<file path="config.mk">
export PLATFORM = sky130hd
export DESIGN_NAME = stream_demux_1ton
export DESIGN_NICKNAME = d
export VERILOG_FILES = /design/src/rtl/stream_demux_1ton.sv
export SDC_FILE = /design/constraint.sdc
export NUM_CORES = 1
export LEC_CHECK = 0
export CAP_MARGIN = 20
export CORE_MARGIN = 4
export CORE_UTILIZATION = 35
export DETAILED_ROUTE_END_ITERATION = 6
export HOLD_SLACK_MARGIN = 0.12
export PLACE_DENSITY = 0.84
export RECOVER_POWER = 100
export SLEW_MARGIN = 20
export SYNTH_ARGS = -nofsm -noshare
export SYNTH_HDL_FRONTEND = slang
export SYNTH_SLANG_ARGS = --single-unit
</file>
<file path="constraint.sdc">
create_clock -name clk -period 1.6 [get_ports clk]
set_input_delay 0.32 -clock clk [delete_from_list [all_inputs] [get_ports clk]]
set_output_delay 0.32 -clock clk [all_outputs]
set_load 0.01 [all_outputs]
</file>
<file path="src/rtl/stream_demux_1ton.sv">
// rtl/stream_demux_1ton.sv - registered packet-aware 1-to-N_CH stream demultiplexer
// Route is locked on the first beat of a packet; out-of-range selects discard the whole packet.
module stream_demux_1ton #(
  parameter  int N_CH  = 8,
  parameter  int DW    = 8,
  parameter  int CNT_W = 8,
  localparam int SEL_W = $clog2(N_CH)
) (
  input  logic             clk,
  input  logic             rst,
  input  logic             s_valid,
  output logic             s_ready,
  input  logic [DW-1:0]    s_data,
  input  logic [SEL_W-1:0] s_sel,
  input  logic             s_last,
  output logic [N_CH-1:0]  m_valid,
  input  logic [N_CH-1:0]  m_ready,
  output logic [DW-1:0]    m_data,
  output logic             m_last,
  output logic [CNT_W-1:0] drop_cnt
);

  typedef enum logic [1:0] {
    IDLE  = 2'd0,
    ROUTE = 2'd1,
    DROP  = 2'd2
  } state_t;

  state_t             state, state_nxt;
  logic [SEL_W-1:0]   lock_ch;
  logic [SEL_W-1:0]   route_ch;
  logic               out_v;
  logic [SEL_W-1:0]   out_ch;
  logic [DW-1:0]      out_data;
  logic               out_last;
  logic               sel_ok;
  logic               fwd_ready;
  logic               fwd_beat;
  logic               drop_beat;

  assign sel_ok    = (32'(s_sel) < 32'(N_CH));
  // Slot may be refilled in the same cycle its current beat drains.
  assign fwd_ready = !out_v || m_ready[out_ch];

  always_comb begin
    state_nxt = state;
    route_ch  = lock_ch;
    s_ready   = fwd_ready;
    fwd_beat  = 1'b0;
    drop_beat = 1'b0;
    case (state)
      IDLE: begin
        if (sel_ok) begin
          route_ch = s_sel;
          if (s_valid && fwd_ready) begin
            fwd_beat = 1'b1;
            if (!s_last) state_nxt = ROUTE;
          end
        end else begin
          s_ready = 1'b1;
          if (s_valid) begin
            drop_beat = 1'b1;
            if (!s_last) state_nxt = DROP;
          end
        end
      end
      ROUTE: begin
        if (s_valid && fwd_ready) begin
          fwd_beat = 1'b1;
          if (s_last) state_nxt = IDLE;
        end
      end
      DROP: begin
        s_ready = 1'b1;
        if (s_valid) begin
          drop_beat = 1'b1;
          if (s_last) state_nxt = IDLE;
        end
      end
      default: state_nxt = IDLE;
    endcase
  end

  always_ff @(posedge clk) begin
    if (rst) begin
      state    <= IDLE;
      lock_ch  <= '0;
      out_v    <= 1'b0;
      out_ch   <= '0;
      out_data <= '0;
      out_last <= 1'b0;
      drop_cnt <= '0;
    end else begin
      state <= state_nxt;
      if (state == IDLE && fwd_beat) lock_ch <= s_sel;
      if (fwd_beat) begin
        out_v    <= 1'b1;
        out_ch   <= route_ch;
        out_data <= s_data;
        out_last <= s_last;
      end else if (out_v && m_ready[out_ch]) begin
        out_v <= 1'b0;
      end
      if (drop_beat && drop_cnt != {CNT_W{1'b1}}) drop_cnt <= drop_cnt + CNT_W'(1);
    end
  end

  always_comb begin
    m_valid = '0;
    if (out_v) m_valid[out_ch] = 1'b1;
  end

  assign m_data = out_data;
  assign m_last = out_last;

endmodule

</file>
==> results.json <==
{
  "syn_area_per_cell_um2": 9.14,
  "numCtsBuffers": 3,
  "reg2reg_from": "out_ch[0]",
  "vias_per_cell": 4.68,
  "fin_util_pct": 58.0,
  "crit_family": "buffers and inverters",
  "worstSetupStartpointType": "register",
  "hold_buffers": 0,
  "ys_ff_latch": 17,
  "antenna_found_initial": 0,
  "outcome": "finished with violations",
  "netlist_area_um2": 1010,
  "fmax_mhz": 524,
  "initial_utilization_pct": 36.8,
  "drv_cap": 0,
  "ant_nets": 0,
  "io_pins": 49,
  "cts_tree": "done",
  "ir_drop_mv": 0.596,
  "core_um2": 2760,
  "num_vias": 922,
  "fin_crit_ns": 1.91,
  "worst_slack_ns": -0.308,
  "drtIter0Drc": 20,
  "hold_path_class": "reg2reg",
  "h-tree-depth": 1,
  "wirelength_um": 2520,
  "die_x_um": 61.8,
  "grt_overflow": 0,
  "finClkSkew_ns": 0.000361,
  "cp_slowest_stage_delay_ns": 0.35,
  "placedInstanceArea_um2": 1490,
  "ys.flop_type": "dfxtp_1",
  "post-route-period-util_pct": 119,
  "p_leak_nw": 0.674,
  "layout.cells.non_filler": 197,
  "timing.rr.end": "lock_ch[1]",
  "reg2reg_depth": 10,
  "crit_path_cell_trace": "buf_4, buf_6, mux2i_4, a2bb2oi_4, buf_4, buf_6, buf_6, a211oi_2, buf_4, mux2i_1",
  "num_antenna_cells": 0,
  "worstSetupPathType": "reg2reg",
  "ys_types": 23,
  "dp_slack_ns": -0.681,
  "first_pass_iters": 4,
  "path_max_fanout": 4,
  "synth_edf_count": 0,
  "placed_cells": 188,
  "grt_max_degree": 12,
  "grt_pass1_wl_um": 4080,
  "clockRootBuffer": "clkbuf_4",
  "synth_cells": 111,
  "first_global_vias": 961,
  "seq_area_frac_synth_pct": 33.5,
  "power_w": 0.00114,
  "die_area_um2": 3820,
  "violations": "negative setup slack",
  "cp_slowest_cell": "dfxtp_2",
  "insertion_delay_ns": 0.29,
  "wire_per_inst_um": 12.8,
  "numPortBuffers": 40,
  "clock_sinks": 17,
  "synth-async-reset-ratio_pct": 0,
  "powerDensity_nw_per_um2": 715,
  "clk_pin_slew_ns": 0.10,
  "layout-drive-gt1-share_pct": 31.3,
  "hpwlAfterDp_um": 1930,
  "crit_start": "out_ch[0]",
  "ys.warnings.count": 0,
  "r2r_setup_slack_ns": -0.31,
  "critPathRequiredTime_ns": 1.82,
  "areaGrowthSynthToFinish_pct": 57.6,
  "fp-row-count": 19,
  "min_from": "lock_ch[2]",
  "worst_hold_path.num_cells": 2,
  "finalMaxSlewViolations": 0,
  "setup_viol_count_final": 25,
  "rsz0062_at_grt": "true",
  "drc": 0,
  "crit_buf_inv": 6,
  "final_area_um2": 1600,
  "grt_usage_pct": 14.5,
  "hold_end": "lock_ch[2]",
  "cp_num_cells": 10,
  "final_nets": 190,
  "end_kind": "register",
  "timing.final.hold_violations": 0,
  "dieHeight_um": 61.8,
  "clockBufferDepth": 2,
  "arrival_ns": 2.13,
  "gp_congestion": 0.781
}
## worst min-delay path, stage by stage (launching register included)
cell and delay (ns):
dfxtp_1 0.32, nand2b_1 0.06, mux2i_1 0.06
## state kept, by name (all words and copies together) (netlist names)
register  flops
state         1
out_v         1
out_ch        3
lock_ch       3
m_last        1
m_data        8
## placed cells by master, fill, tap and decap left out, drive strengths merged
cell / n
a2bb2oi: 1
dlygate4sd2: 4
o221ai: 1
o211a: 1
o21a: 1
buf: 26
clkbuf: 3
clkdlybuf4s50: 27
and2: 1
a211oi: 6
nand2b: 25
mux2: 2
a221oi: 1
mux2i: 15
nand2: 7
clkinv: 1
a21oi: 2
inv: 6
mux4: 1
conb: 8
nor2: 6
nor3: 2
o21ai: 2
dfxtp: 17
## worst max path at each step
stage	to	slack, ns
CTS	s_ready	-0.32
detailed placement	s_ready	-0.68
global placement	s_ready	-0.66
floorplan	out_ch[1]	-0.04
global route	lock_ch[1]	-0.35
finish	lock_ch[1]	-0.31
## power breakdown
group	switching, W	leakage, nW	internal (W)	total (W)
registers	0.0000260	0.141	0.000459	0.000485
clock network	0.000139	0.0177	0.0000930	0.000232
logic	0.000178	0.515	0.000248	0.000426
## cell families after synthesis
group / count (synthesis) / synth area share, %
and+or+nand+nor: 41 / 21.8
buffers and inverters: 19 / 11.5
muxes: 18 / 19.2
DFF: 17 / 33.5
AOI/OAI and AO/OA: 15 / 13.6
other: 1 / 0.370
## metrics by stage
step           hold WS (ns)  TNS [ns]
2_1_floorplan         0.445   -0.0425
6_report              0.477     -4.42
3_3_place_gp          0.455     -6.66
3_5_place_dp          0.467     -7.19
4_1_cts               0.486     -4.38
5_1_grt               0.510     -6.18
## cells in the mapped netlist (2+ instances only)
library cell | n | area, µm²
nand2b_1 | 25 | 156
a211oi_1 | 5 | 37.5
nor3_1 | 2 | 10.0
buf_4 | 8 | 60.1
nor2_1 | 6 | 22.5
nand2_1 | 7 | 26.3
inv_1 | 6 | 22.5
mux2i_1 | 15 | 150
mux2_2 | 2 | 22.5
buf_6 | 2 | 22.5
a21oi_1 | 2 | 10.0
o21ai_0 | 2 | 10.0
dfxtp_1 | 17 | 340
clkbuf_1 | 3 | 11.3
## final cells by class
type	instances	area [µm²]
clock inverter	1	5.00
clock buffer	3	22.5
fill	249	1160
tap	31	38.8
sequential	17	343
timing repair buffer	57	515
inverter	6	25.0
multi-input combinational	82	649
## metal layers
metal	part of all wire [%]	wire length, µm	global-route usage [%]	vias up
met5	0	0	0	-
met4	0.99	25	4.55	0
met3	12	305	5.17	3
met2	49	1240	27.5	42
met1	38	946	14.6	410
li1	-	-	-	467
## repair_timing
| item | CTS | global route |
|---|---|---|
| pin swaps | 7 | 6 |
| buffers inserted | 8 | 2 |
| resized for setup | 57 | 10 |
| setup endpoints to repair | 25 | 25 |
| gates cloned | 0 | 0 |
(Power assumes the default switching activity.)
